--- config.mk ---
export PLATFORM = sky130hd
export DESIGN_NAME = uart_rx_param_flat
export DESIGN_NICKNAME = d
export VERILOG_FILES = /design/src/rtl/uart_rx_param_if.sv /design/src/rtl/uart_rx_param.sv /design/src/flat_wrapper.sv
export SDC_FILE = /design/constraint.sdc
export NUM_CORES = 1
export LEC_CHECK = 0
export CELL_PAD_IN_SITES_DETAIL_PLACEMENT = 0
export CELL_PAD_IN_SITES_GLOBAL_PLACEMENT = 1
export CORE_ASPECT_RATIO = 0.5
export CORE_MARGIN = 3
export CORE_UTILIZATION = 49
export DETAILED_ROUTE_END_ITERATION = 8
export MAX_ROUTING_LAYER = met4
export PLACE_DENSITY = 0.9
export SKIP_LAST_GASP = 1
export SLEW_MARGIN = 25
export SYNTH_ARGS = -nofsm -noshare
export SYNTH_HDL_FRONTEND = slang
export SYNTH_SLANG_ARGS = --single-unit
--- constraint.sdc ---
create_clock -name clk -period 2.7 [get_ports clk]
set_input_delay 0.81 -clock clk [delete_from_list [all_inputs] [get_ports clk]]
set_output_delay 0.81 -clock clk [all_outputs]
set_load 0.01 [all_outputs]
--- src/rtl/uart_rx_param_if.sv ---
// rtl/uart_rx_param_if.sv - received-word ready/valid bundle for uart_rx_param
interface uart_rx_param_if #(
  parameter int DATA_BITS = 8
);
  logic [DATA_BITS-1:0] rx_data;
  logic                 rx_valid;
  logic                 rx_ready;
  logic                 frame_err;
  logic                 parity_err;
  logic                 overrun;

  modport master (
    output rx_data, rx_valid, frame_err, parity_err, overrun,
    input  rx_ready
  );

  modport slave (
    input  rx_data, rx_valid, frame_err, parity_err, overrun,
    output rx_ready
  );
endinterface

--- src/rtl/uart_rx_param.sv ---
// rtl/uart_rx_param.sv - parametrised UART receiver with one-entry output buffer
// Optional parity check compiled in with `define UART_RX_PARITY_EN.
module uart_rx_param #(
  parameter int CLK_PER_BIT = 434,
  parameter int DATA_BITS   = 8,
  parameter int STOP_BITS   = 1,
  parameter int PARITY_ODD  = 0
) (
  input  logic            clk,
  input  logic            rst_n,
  input  logic            rx,
  output logic            busy,
  uart_rx_param_if.master m_if
);
  localparam int HALF = CLK_PER_BIT / 2;
  localparam int CW   = $clog2(CLK_PER_BIT);
  localparam int IW   = $clog2(DATA_BITS);
  localparam logic [CW-1:0] CNT_LAST = CW'(CLK_PER_BIT - 1);
  localparam logic [CW-1:0] CNT_HALF = CW'(HALF - 1);
  localparam logic [IW-1:0] IDX_LAST = IW'(DATA_BITS - 1);
  localparam logic          STOP_LAST = 1'(STOP_BITS - 1);

  typedef enum logic [2:0] {
    S_IDLE,
    S_START,
    S_DATA,
`ifdef UART_RX_PARITY_EN
    S_PARITY,
`endif
    S_STOP
  } state_t;

  state_t               r_state;
  state_t               w_next;
  logic                 r_sync1;
  logic                 r_sync2;
  logic                 w_rx_s;
  logic [CW-1:0]        r_clk_cnt;
  logic [IW-1:0]        r_idx;
  logic                 r_stop_idx;
  logic [DATA_BITS-1:0] r_shift;
  logic                 r_ferr_pend;
  logic [DATA_BITS-1:0] r_data;
  logic                 r_valid;
  logic                 r_ferr;
  logic                 r_overrun;
  logic                 w_tick;
  logic                 w_half_tick;
  logic                 w_done;
  logic                 w_busy;

  always_ff @(posedge clk or negedge rst_n) begin
    if (!rst_n) begin
      r_sync1 <= 1'b1;
      r_sync2 <= 1'b1;
    end else begin
      r_sync1 <= rx;
      r_sync2 <= r_sync1;
    end
  end
  assign w_rx_s = r_sync2;

  always_ff @(posedge clk or negedge rst_n) begin
    if (!rst_n) r_state <= S_IDLE;
    else        r_state <= w_next;
  end

  always_comb begin
    w_next = r_state;
    unique case (r_state)
      S_IDLE:   if (!w_rx_s) w_next = S_START;
      S_START:  if (w_half_tick) w_next = w_rx_s ? S_IDLE : S_DATA;
      S_DATA: begin
        if (w_tick && (r_idx == IDX_LAST)) begin
`ifdef UART_RX_PARITY_EN
          w_next = S_PARITY;
`else
          w_next = S_STOP;
`endif
        end
      end
`ifdef UART_RX_PARITY_EN
      S_PARITY: if (w_tick) w_next = S_STOP;
`endif
      S_STOP:   if (w_done) w_next = S_IDLE;
      default:  w_next = S_IDLE;
    endcase
  end

  always_comb begin
    w_tick      = (r_clk_cnt == CNT_LAST);
    w_half_tick = (r_clk_cnt == CNT_HALF);
    w_done      = (r_state == S_STOP) && w_tick && (r_stop_idx == STOP_LAST);
    w_busy      = (r_state != S_IDLE);
  end

  // Counter restarts on every state change; in multi-bit states it wraps at mid-bit.
  always_ff @(posedge clk or negedge rst_n) begin
    if (!rst_n) begin
      r_clk_cnt   <= '0;
      r_idx       <= '0;
      r_stop_idx  <= 1'b0;
      r_shift     <= '0;
      r_ferr_pend <= 1'b0;
    end else begin
      if ((w_next != r_state) || (r_state == S_IDLE) || w_tick) r_clk_cnt <= '0;
      else                                                      r_clk_cnt <= r_clk_cnt + 1'b1;

      if (r_state == S_START && w_next == S_DATA) begin
        r_idx       <= '0;
        r_ferr_pend <= 1'b0;
      end
      if (r_state == S_DATA && w_tick) begin
        r_shift[r_idx] <= w_rx_s;
        r_idx          <= r_idx + 1'b1;
      end
      if (r_state != S_STOP)                r_stop_idx <= 1'b0;
      else if (w_tick) begin
        r_stop_idx <= ~r_stop_idx;
        if (!w_rx_s) r_ferr_pend <= 1'b1;
      end
    end
  end

`ifdef UART_RX_PARITY_EN
  localparam logic ODD = (PARITY_ODD != 0);
  logic r_perr_pend;
  logic r_perr;

  always_ff @(posedge clk or negedge rst_n) begin
    if (!rst_n) begin
      r_perr_pend <= 1'b0;
      r_perr      <= 1'b0;
    end else begin
      if (r_state == S_PARITY && w_tick) r_perr_pend <= (^r_shift) ^ w_rx_s ^ ODD;
      if (w_done && (!r_valid || m_if.rx_ready)) r_perr <= r_perr_pend;
    end
  end
  assign m_if.parity_err = r_perr;
`else
  logic w_unused_parity_odd;
  assign w_unused_parity_odd = (PARITY_ODD != 0);
  assign m_if.parity_err     = 1'b0;
`endif

  // A completed word only replaces the held one if the consumer takes it this cycle.
  always_ff @(posedge clk or negedge rst_n) begin
    if (!rst_n) begin
      r_data    <= '0;
      r_valid   <= 1'b0;
      r_ferr    <= 1'b0;
      r_overrun <= 1'b0;
    end else begin
      r_overrun <= 1'b0;
      if (w_done) begin
        if (!r_valid || m_if.rx_ready) begin
          r_data  <= r_shift;
          r_ferr  <= r_ferr_pend | ~w_rx_s;
          r_valid <= 1'b1;
        end else begin
          r_overrun <= 1'b1;
        end
      end else if (r_valid && m_if.rx_ready) begin
        r_valid <= 1'b0;
      end
    end
  end

  assign m_if.rx_data   = r_data;
  assign m_if.rx_valid  = r_valid;
  assign m_if.frame_err = r_ferr;
  assign m_if.overrun   = r_overrun;
  assign busy           = w_busy;
endmodule

--- src/flat_wrapper.sv ---
// flat-port wrapper written by rule: the top's interface ports become plain ports
module uart_rx_param_flat 
#(
  parameter int CLK_PER_BIT = 434,
  parameter int DATA_BITS   = 8,
  parameter int STOP_BITS   = 1,
  parameter int PARITY_ODD  = 0
)
  (clk, rst_n, rx, busy, m_if_rx_data, m_if_rx_valid, m_if_frame_err, m_if_parity_err, m_if_overrun, m_if_rx_ready);
  uart_rx_param_if #(.DATA_BITS(DATA_BITS)) m_if_i ();
  input  logic clk;
  input  logic rst_n;
  input  logic rx;
  output logic busy;
  output wire logic [$bits(m_if_i.rx_data)-1:0] m_if_rx_data;
  output wire logic [$bits(m_if_i.rx_valid)-1:0] m_if_rx_valid;
  output wire logic [$bits(m_if_i.frame_err)-1:0] m_if_frame_err;
  output wire logic [$bits(m_if_i.parity_err)-1:0] m_if_parity_err;
  output wire logic [$bits(m_if_i.overrun)-1:0] m_if_overrun;
  input wire logic [$bits(m_if_i.rx_ready)-1:0] m_if_rx_ready;
  assign m_if_rx_data = m_if_i.rx_data;
  assign m_if_rx_valid = m_if_i.rx_valid;
  assign m_if_frame_err = m_if_i.frame_err;
  assign m_if_parity_err = m_if_i.parity_err;
  assign m_if_overrun = m_if_i.overrun;
  assign m_if_i.rx_ready = m_if_rx_ready;
  uart_rx_param #(.CLK_PER_BIT(CLK_PER_BIT), .DATA_BITS(DATA_BITS), .STOP_BITS(STOP_BITS), .PARITY_ODD(PARITY_ODD)) u_core (.clk(clk), .rst_n(rst_n), .rx(rx), .busy(busy), .m_if(m_if_i));
endmodule
# == Word-level counts from Yosys, hierarchy flattened ==
# Cells that the tools add are included.
# op_classes
n_eq_ne,10
magnitude_cmp,2
add_sub_neg,2
n_bitwise,3
n_reduce_logical,18
muxes,23
# op_table
op,n
$mux 3,6
$mux 1,12
$pmux 3 s4,1
$add 9x1->9 const B,1
$eq 3x2->1 const B,3
$eq 9x8->1 const B,1
$eq 9x9->1 const B,1
$mux 9,1
$bwmux 8,1
$logic_and 1x1->1,7
$reduce_bool 2->1,3
$lt 3x4->1 const B,1
$reduce_and 2->1,2
$add 3x1->3 const B,1
$demux 1 s3,1
$eq 3x1->1 const B,1
$eq 3x3->1 const B,1
$ge 3x1->1 const B,1
$logic_not 3->1,1
$logic_or 1x1->1,3
$ne 3x2->1 const B,1
$ne 3x3->1,1
$reduce_bool 3->1,1
$mux 2,1
other kinds (4),5
# word_totals
elab_cells,70
output_inout_bits,13
input_bits,4
regBits,38

# == Logic depth before layout (Yosys ltp) ==
# Gate-level depths: netlist of run 1.
# depth
word_depth,11
ltp_mapped,7
depth_no_buf,6

# == Worst setup path after synthesis of run 1 ==
# Ideal clock, no wire load.
# synth_path
kind,reg2reg
startpoint,register u_core.r_clk_cnt[1]
endpoint,register u_core.r_shift[7]
stages_incl_launch_ff,8
t_required_ns,2.573
synth_period_minus_slack_ns,1.727
setup_slack_ns,0.973
arrival_time_ns,1.600
setup_ns,0.127
n_path_buf,1
cell_sequence,dfrtp_1 inv_1 ha_1 nand4b_2 nor4_4 buf_6 nand4_1 mux2_1
# synth_between
elab_chain_cells,2
# synth_lines
element,line,text
start: declaration,uart_rx_param.sv:38,logic [CW-1:0] r_clk_cnt;
start signal: assignment,uart_rx_param.sv:107,else r_clk_cnt <= r_clk_cnt + 1'b1;
$eq 9x9->1,uart_rx_param.sv:91,w_tick = (r_clk_cnt == CNT_LAST);
$logic_and 1x1->1,uart_rx_param.sv:113,if (r_state == S_DATA && w_tick) begin
end signal: indexed assignment,uart_rx_param.sv:114,r_shift[r_idx] <= w_rx_s;
end: declaration,uart_rx_param.sv:41,logic [DATA_BITS-1:0] r_shift;
# Every way passes these cells.
# A chain may end at the register's enable or synchronous reset.

# == Final worst setup path of run 1 ==
# layout_path
startpoint,register u_core.r_state[2]
endpoint,output busy
# layout_between
elab_chain_cells,1
# layout_lines
element,line,text
start: declaration,uart_rx_param.sv:33,state_t r_state;
start signal: assignment,uart_rx_param.sv:65,else r_state <= w_next;
$reduce_bool 3->1,uart_rx_param.sv:94,w_busy = (r_state != S_IDLE);
end: declaration,flat_wrapper.sv:14,output logic busy;
# Every way passes these cells.

==> metrics.md, run 1 <==
| Metric | Value |
|---|---|
| Status | completed |
| Pwr Total | between 1 and 1.5 mW |
| WS Path Type | register to output port |
| Total clock sinks | 38 |
| Worst reg2reg path depth | 6 |
| Maximum clock rate | 0.422 GHz |
| Worst vdd ir | 0.000324 V |
| Grt total ovfl | 0 |
| Ranking of synthesized cells by area | dfrtp_1 50%, mux2_2 11%, ha_1 3.4%, dfstp_2 2.9%, and2_1 2.1% |
| Number of cell rows | 14 |
| Yosys cell types | 43 |
| Drt wl/cell | 14.3 µm |
| Pin count of the biggest net entering global routing | 39 |
| Final ANT Viol Nets | 0 |
| Tightest Pin Transition | a little over 0.8 ns |
| Syn Area/Cell | 12.4 µm² |
| Clock skew | roughly 0.0037 ns |
| Area grow syn2layout | 17.9% |
| Drt first pass iters | 4 |
| CTS Hold Bufs | 0 |
| Post-synth top flop | dfrtp_1 |
| Cells on Worst Hold Path | 0 |
| Mapped Cells | roughly 150 |
| Overall routing resource usage | 0.163 |
| Die Area | 4520 µm² |
| Max-Cap Viols | 0 |
| Vias in the first global route | 1191 |
| Fin nets | 174 |
| CTS tree | yes |
| Total negative slack | 0 ns |
| Hold/Removal Path Class | register to register |
| Startpoint types | register |
| Clk root buf | clkbuf_8 |
| Post-route clock period utilization | 0.878 |
| Total CTS buffers | 5 |
| Clk Latency, worst-skew pair | 0.29 ns |
| Die span in y | between 40 and 50 µm |
| DR vias/cell | 5.49 |
| Initial Util | 0.557 |
| Post-synth top area cell | dfrtp_1 |
| Fraction of the yosys area taken by sequential cells | 0.525 |
| Placer Congestion | ~0.8 |
| First-pass GRT wire length | 5530 µm |
| Leak | 0.969 nW |
| Max_slew headroom | 0.453 |
| Number of DRC markers in iteration 0 | 16 |
| Post-synth EDFFs | 0 |
| Port bufs | 15 |
| Worst Path Max Fanout | 6 |
| Reg clk slew, reported paths | roughly 0.07 ns |
| Post-DP HPWL | around 2100 µm |
| Ant diodes | 0 |
| DRC Markers | 0 |
| Slew Limit Fails | 0 |
| Post-Route WL | 3070 µm |
| Synth top area share | 0.496 |
| Crit path capture type | output port |
| Clock Path Buffers | 2 |
| Die X | just over 90 µm |
| Synth Warn # | 0 |
| CTS H-tree depth | 2 |
| Initial antenna violation count | 0 |
| CTS resizes | 0 |
| Async set-reset flop share out of synthesis | 1.00 |
| Post-CTS setup buffers | 0 |
| Final Setup Violations | 0 |
| RSZ-0062 raised after global routing | false |
| Fin crit period | between 2 and 2.5 ns |
| Hold violation total from the final report | 0 |
| DR vias | 1175 |
| Synthesis-stage register bit count | 38 |
| PD cells | 567 nW/µm² |
| Boundary Pins | 17 |
| Critical Path RT | approximately 1.9 ns |
| Layout cells sized above 1 | 0.229 |
| Core area | 3260 µm² |
| Post-Syn Area | roughly 1800 µm² |
| Worst EP arrival | 1.56 ns |
==> area by class of cell <==
type	instances	area, µm²
Clock inverter	2	60.1
Inverter	3	11.3
Sequential cell	38	953
Clock buffer	6	82.6
Multi-Input combinational cell	100	813
Fill cell	263	1120
Timing Repair Buffer	17	160
Tap cell	48	60.1
==> cells in the final DEF, fill, tap and decap left out, types with 2 or more instances in the layout <==
master           count
a22o_1               2
and2_1               6
buf_4                2
bufinv_16            2
clkbuf_8             6
clkdlybuf4s50_1     14
conb_1               2
dfrtp_1             36
dfstp_2              2
ha_1                 5
inv_1                3
mux2_2              17
nand2_1              4
nand2b_1             5
nand3_1              5
nand4_1              2
nand4b_1             3
nor2_1               9
nor3_1               2
nor3_2               2
o21ai_0              6
or3_1                3
or4b_1               2
xnor2_1              4
xor2_1               2
==> registers in the layout (all words and copies together), names as in the netlist <==
register,count
u_core.r_idx,3
u_core.m_if.overrun,1
u_core.r_state,3
u_core.r_sync2,1
u_core.r_clk_cnt,9
u_core.r_sync1,1
u_core.m_if.frame_err,1
u_core.r_stop_idx,1
u_core.r_ferr_pend,1
u_core.r_shift,8
u_core.m_if.rx_data,8
u_core.m_if.rx_valid,1
==> Yosys cell counts (2+ instances only) <==
cell type	count
nor3_2	2
ha_1	5
nand2_1	4
nand4b_1	3
dfrtp_1	36
nor2_1	9
xnor2_1	4
o21ai_0	6
nor3_1	2
xor2_1	2
buf_6	2
a22o_1	2
and2_1	6
inv_1	3
dfstp_2	2
nand2b_1	5
or4b_1	2
nand4_1	2
clkbuf_1	3
mux2_2	17
nand3_1	5
or3_1	3
==> final timing paths <==
check                                     from             endpoint  slack [ns]
min reg2reg                     u_core.r_sync1       u_core.r_sync2        0.36
min                             u_core.r_sync1       u_core.r_sync2        0.36
max reg2reg                u_core.r_clk_cnt[1]    u_core.r_shift[2]        0.63
max in group asynchronous                rst_n    u_core.r_shift[5]        1.57
min in group asynchronous                rst_n  u_core.r_clk_cnt[0]        0.60
max                          u_core.r_state[2]                 busy        0.33
==> metal layers <==
| layer | track usage | share of wire |
|---|---|---|
| met5 | - | 0 |
| met4 | 0.0887 | 0.027 |
| met1 | 0.206 | 0.47 |
| met2 | 0.237 | 0.45 |
| met3 | 0.0478 | 0.045 |
==> worst max-delay path: stages (launching register included) <==
cell             delay, ns
dfrtp_1               0.42
or3_1                 0.37
clkdlybuf4s50_1       0.48
==> cells by family (layout without fill, tap and decap cells) <==
kind of cell / after synthesis / count (layout) / share of synthesized area
DFF: 38 / 38 / 0.525
xor gates and xnor gates: 6 / 6 / 0.0289
buffers and inverters: 9 / 28 / 0.0289
and+or+nand+nor: 53 / 53 / 0.207
muxes: 18 / 18 / 0.112
other: 1 / 2 / 0.00207
adders and majority gates: 5 / 5 / 0.0345
AOI/OAI and AO/OA: 16 / 16 / 0.0613
==> power breakdown <==
part	leakage [nW]	total, mW	switching [mW]	internal [mW]
clock	0.0714	0.596	0.202	0.394
combinational	0.378	0.0375	0.0234	0.0142
sequential	0.520	0.580	0.00544	0.575
total	0.969	1.21	0.231	0.983
==> metrics by stage <==
step	setup slack (ns)	instance area [µm²]	hold WS [ns]	utilization	std cells
2_1_floorplan	0.973	1820	0.345	-	147
3_3_place_gp	0.501	2000	0.346	0.613	206
6_report	0.329	2140	0.358	0.657	214
3_5_place_dp	0.462	2000	0.347	0.613	206
5_1_grt	0.249	2140	0.361	0.657	214
4_1_cts	0.314	2140	0.357	0.657	214
Note: power is estimated with default switching activity, not from simulation.
==> run 2: changes to the inputs <==
- CELL_PAD_IN_SITES_DETAIL_PLACEMENT: 0 -> not set
- CELL_PAD_IN_SITES_GLOBAL_PLACEMENT: 1 -> not set
- CORE_UTILIZATION: 49 -> 60
==> metrics.md, run 2 (same netlist as run 1, synthesis figures left out) <==
| Metric | Value |
|---|---|
| Number of cell rows | 13 |
| Flop2flop setup slack | 0.64 ns |
| PD cells | 574 nW/µm² |
| Initial antenna violation count | 0 |
| Core area | between 2000 and 3000 µm² |
| Clk root buf | clkbuf_8 |
| CTS Hold Bufs | 0 |
| Post-layout util | 0.776 |
| Maximum clock rate | between 0.4 and 0.5 GHz |
| Most common cell after layout, fill and taps aside | dfrtp_1 |
| Final ANT Viol Nets | 0 |
| Final Setup Violations | 0 |
| Area grow syn2layout | 16.7% |
| Hold WS | 0.359 ns |
| Final cell area excluding filler cells | 2120 µm² |
| Pin count of the biggest net entering global routing | 39 |
| CTS resizes | 0 |
| Post-route insts no fill | 202 |
| DP Worst Slack | 0.433 ns |
| Startpoint types | register |
| Post-DP HPWL | 2290 µm |
| Reg clk slew, reported paths | ~0.08 ns |
| Layout cells sized above 1 | 0.224 |
| Most frequent cells in the layout | 36 x dfrtp_1, 17 x mux2_2, 14 x clkdlybuf4s50_1, 9 x nor2_1 |
| Vias in the first global route | roughly 1300 |
| DR vias | 1214 |
| Global routing usage on met2 | 0.371 |
| DR vias/cell | about 6 |
| Hold violation total from the final report | 0 |
| Global route hottest layer | met2 |
| Post-route clock period utilization | 0.925 |
| Post-Route WL | 3650 µm |
| Boundary Pins | 17 |
| Die span in y | 44.9 µm |
| Largest reg by FF count | u_core.r_clk_cnt |
| Status | completed |
| Total CTS buffers | 5 |
| Drt wl/cell | 18.1 µm |
| WS Path Type | register to output port |
| Max-Cap Viols | 0 |
| CTS H-tree depth | 2 |
| Leak | 0.964 nW |
| Inst Count DP | ~190 |
| DRC Markers | 0 |
| Crit path capture type | output port |
| Max_slew headroom | 0.453 |
| Clk Latency, worst-skew pair | 0.30 ns |
| Fin nets | 173 |
| Critical Path RT | about 1.9 ns |
| M1 GR Usage | 0.274 |
| Placer Congestion | 0.780 |
| Hold/Removal Path Class | register to register |
| Die X | 83.8 µm |
| Drt first pass iters | 4 |
| DP Area | around 2000 µm² |
| Slew Limit Fails | 0 |
| Post-CTS setup buffers | 0 |
| Grt total ovfl | 0 |
| Flip-flop count of the largest register after layout | 9 |
| Die Area | 3760 µm² |
| Overall routing resource usage | 0.233 |
| RSZ-0062 raised after global routing | false |
| Total clock sinks | 38 |
| PnR worst setup slack | 0.203 ns |
| Clock skew | 0.0121 ns |
| CTS tree | yes |
| Pwr Total | 1.22 mW |
| Global Route met3 Usage | 0.104 |
| Worst vdd ir | 0.000358 V |
| Tightest Pin Transition | 0.820 ns |
| Clock Path Buffers | 2 |
| Worst EP arrival | 1.69 ns |
| Total negative slack | 0 ns |
| Ant diodes | 0 |
| Fin crit period | 2.50 ns |
| Number of DRC markers in iteration 0 | 117 |
| Port bufs | 15 |
| Worst Path Max Fanout | 10 |
| Initial Util | 0.664 |
| First-pass GRT wire length | about 6300 µm |
==> run 2: power breakdown <==
group	switching, mW	total [mW]	leakage, nW	internal, mW
clock	0.204	0.599	0.0714	0.394
combinational	0.0216	0.0344	0.373	0.0128
sequential	0.00931	0.584	0.520	0.575
total	0.235	1.22	0.964	0.982
==> run 2: final cells by class <==
type / instances / area [µm²]
sequential: 38 / 953
clock inverter: 2 / 60.1
timing repair buffer: 16 / 153
multi-input combinational: 100 / 813
fill: 152 / 613
tap: 37 / 46.3
inverter: 3 / 11.3
clock buffer: 6 / 82.6
==> run 2: critical path: stages, from the launching register on <==
cell	delay, ns
dfrtp_1	0.52
or3_1	0.39
clkdlybuf4s50_1	0.48
==> run 2: final timing paths <==
path	start	endpoint	depth (start not counted)
min in group asynchronous	rst_n	u_core.m_if.rx_data[4]	1
max	u_core.r_state[0]	busy	2
min	u_core.r_sync1	u_core.r_sync2	0
min reg2reg	u_core.r_sync1	u_core.r_sync2	0
max reg2reg	u_core.r_clk_cnt[1]	u_core.m_if.rx_data[1]	6
max in group asynchronous	rst_n	u_core.r_state[1]	1
==> run 2: per-layer routing <==
| metal | routed length (µm) | share of wire | up-vias |
|---|---|---|---|
| li1 | - | - | 560 |
| met1 | 1600 | 0.44 | 598 |
| met2 | 1740 | 0.48 | 44 |
| met3 | 233 | 0.064 | 12 |
| met4 | 74 | 0.020 | 0 |
| met5 | 0 | 0 | - |
==> run 3: changes to the inputs <==
--- a/config.mk
+++ b/config.mk
@@ -10,5 +10,4 @@
 export CORE_UTILIZATION = 60
 export DETAILED_ROUTE_END_ITERATION = 8
-export MAX_ROUTING_LAYER = met4
 export PLACE_DENSITY = 0.9
 export SKIP_LAST_GASP = 1
==> constraint.sdc (replaced) <==
create_clock -name clk -period 2.7 [get_ports clk]
set_input_delay 0.81 -clock clk [delete_from_list [all_inputs] [get_ports clk]]
set_output_delay 0.81 -clock clk [all_outputs]
set_load 0.1 [all_outputs]
==> metrics.md, run 3 (same netlist as run 1, synthesis figures left out) <==
| Metric | Value |
|---|---|
| Worst setup startpoint | u_core.r_state[0] |
| WS Path Type | register to output port |
| Comb power frac | 0.045 |
| Final Setup Violations | 0 |
| Post-Route WL | 3190 µm |
| Worst reg2reg endpoint | u_core.r_shift[2] |
| Die Area | 3760 µm² |
| Die X | about 84 µm |
| Largest reg by FF count | u_core.r_clk_cnt |
| Post-route clock period utilization | 0.829 |
| Pin count of the biggest net entering global routing | 39 |
| DRC Markers | 0 |
| Post-layout util | 0.743 |
| PnR worst setup slack | roughly 0.46 ns |
| Total clock sinks | 38 |
| Fin nets | about 170 |
| Hold WS | 0.348 ns |
| Pwr Total | 1.00 mW |
| Fin crit period | 2.24 ns |
| Die span in y | 44.9 µm |
| Switch share | 0.237 |
| Core area | 2730 µm² |
| Clk Latency, worst-skew pair | a little under 0.3 ns |
| Max-Cap Viols | 0 |
| DR vias | between 1000 and 1500 |
| Critical Path RT | 1.89 ns |
| Drt first pass iters | 4 |
| Hold/Removal Path Class | register to register |
| Number of cell rows | 13 |
| CTS H-tree depth | 2 |
| Reg power frac | 0.582 |
| Initial Util | 0.664 |
| Drt wl/cell | 15.8 µm |
| Reg clk slew, reported paths | around 0.080 ns |
| Worst Path Max Fanout | 10 |
| Number of DRC markers in iteration 0 | 79 |
| Leak | around 0.96 nW |
| PD cells | 494 nW/µm² |
| Worst EP arrival | between 1 and 1.5 ns |
| Total negative slack | 0 ns |
| Critical Path End | busy |
| Worst reg2reg path depth | 6 |
| Total CTS buffers | 5 |
| Flop2flop setup slack | 0.64 ns |
| Layout cells sized above 1 | 0.291 |
| Slew Limit Fails | 0 |
| Area grow syn2layout | 11.8% |
| Clk root buf | clkbuf_8 |
| Startpoint types | register |
| CTS tree | yes |
| Hold violation total from the final report | 0 |
| Clock network power share | 0.373 |
| Crit path capture type | output port |
| DP Worst Slack | 0.451 ns |
| Final ANT Viol Nets | 0 |
| Post-DP HPWL | 2180 µm |
| Overall routing resource usage | 0.191 |
| Worst vdd ir | 0.000254 V |
| Sw Pwr | 0.238 mW |
| Grt total ovfl | 0 |
| Status | completed |
| Initial antenna violation count | 0 |
| Max_slew headroom | 0.462 |
| Boundary Pins | 17 |
| Vias in the first global route | about 1100 |
| Pint | 0.766 mW |
| Placer Congestion | 0.736 |
| RSZ-0062 raised after global routing | false |
| R2r startpoint | u_core.r_clk_cnt[1] |
| Clock skew | 0.0101 ns |
| Ant diodes | 0 |
| Tightest Pin Transition | 0.807 ns |
| CTS resizes | 0 |
| Most common cell after layout, fill and taps aside | dfrtp_1 |
| Post-CTS setup buffers | 0 |
| Clock Path Buffers | 2 |
| CTS Hold Bufs | 0 |
| Most frequent cells in the layout | 36 x dfrtp_1, 17 x mux2_2, 13 x buf_4, 9 x nor2_1 |
| DR vias/cell | 5.77 |
| Maximum clock rate | 0.447 GHz |
| First-pass GRT wire length | between 5000 and 6000 µm |
| Port bufs | 15 |
| Flip-flop count of the largest register after layout | 9 |
[run 3: metal layers]
layer | part of all wire | up-vias | GRT usage
met5 | 0 | - | 0
met4 | 0.011 | 0 | 0.0705
met3 | 0.049 | 7 | 0.0801
met2 | 0.48 | 14 | 0.321
met1 | 0.46 | 583 | 0.229
li1 | - | 561 | -
[run 3: power groups by stage]
| stage | combinational (mW) | sequential (mW) | clock [mW] |
|---|---|---|---|
| floorplan | 0.0353 | 0.588 | 0 |
| global placement | 0.0453 | 0.594 | 0 |
| detailed placement | 0.0458 | 0.595 | 0 |
| CTS | 0.0462 | 0.584 | 0.378 |
| global route | 0.0498 | 0.584 | 0.409 |
| finish | 0.0451 | 0.584 | 0.375 |
[run 3: worst min path at each step]
stage	startpoint	endpoint	slack (ns)	cells past startpoint
4_1_cts	u_core.r_sync1	u_core.r_sync2	0.35	0
2_1_floorplan	u_core.r_sync1	u_core.r_sync2	0.35	0
5_1_grt	u_core.r_sync1	u_core.r_sync2	0.35	0
6_report	u_core.r_sync1	u_core.r_sync2	0.35	0
3_3_place_gp	u_core.r_sync1	u_core.r_sync2	0.35	0
3_5_place_dp	u_core.r_sync1	u_core.r_sync2	0.35	0
[run 3: area by class of cell]
class / count / area (µm²)
Clock buffer: 6 / 72.6
Clock inverter: 2 / 10.0
Fill cell: 165 / 703
Inverter: 3 / 11.3
Multi-Input combinational cell: 100 / 813
Sequential cell: 38 / 953
Tap cell: 37 / 46.3
Timing Repair Buffer: 16 / 123
[run 3: through the flow]
| step | area, µm² | instances |
|---|---|---|
| floorplan | 1820 | 147 |
| global placement | 1950 | 194 |
| detailed placement | 1950 | 194 |
| CTS | 2030 | 202 |
| global route | 2030 | 202 |
| finish | 2030 | 202 |
[run 3: worst max-delay path, stage by stage, from the launching register on]
cell and delay [ns]:
dfrtp_1 0.51, or3_1 0.39, buf_4 0.24
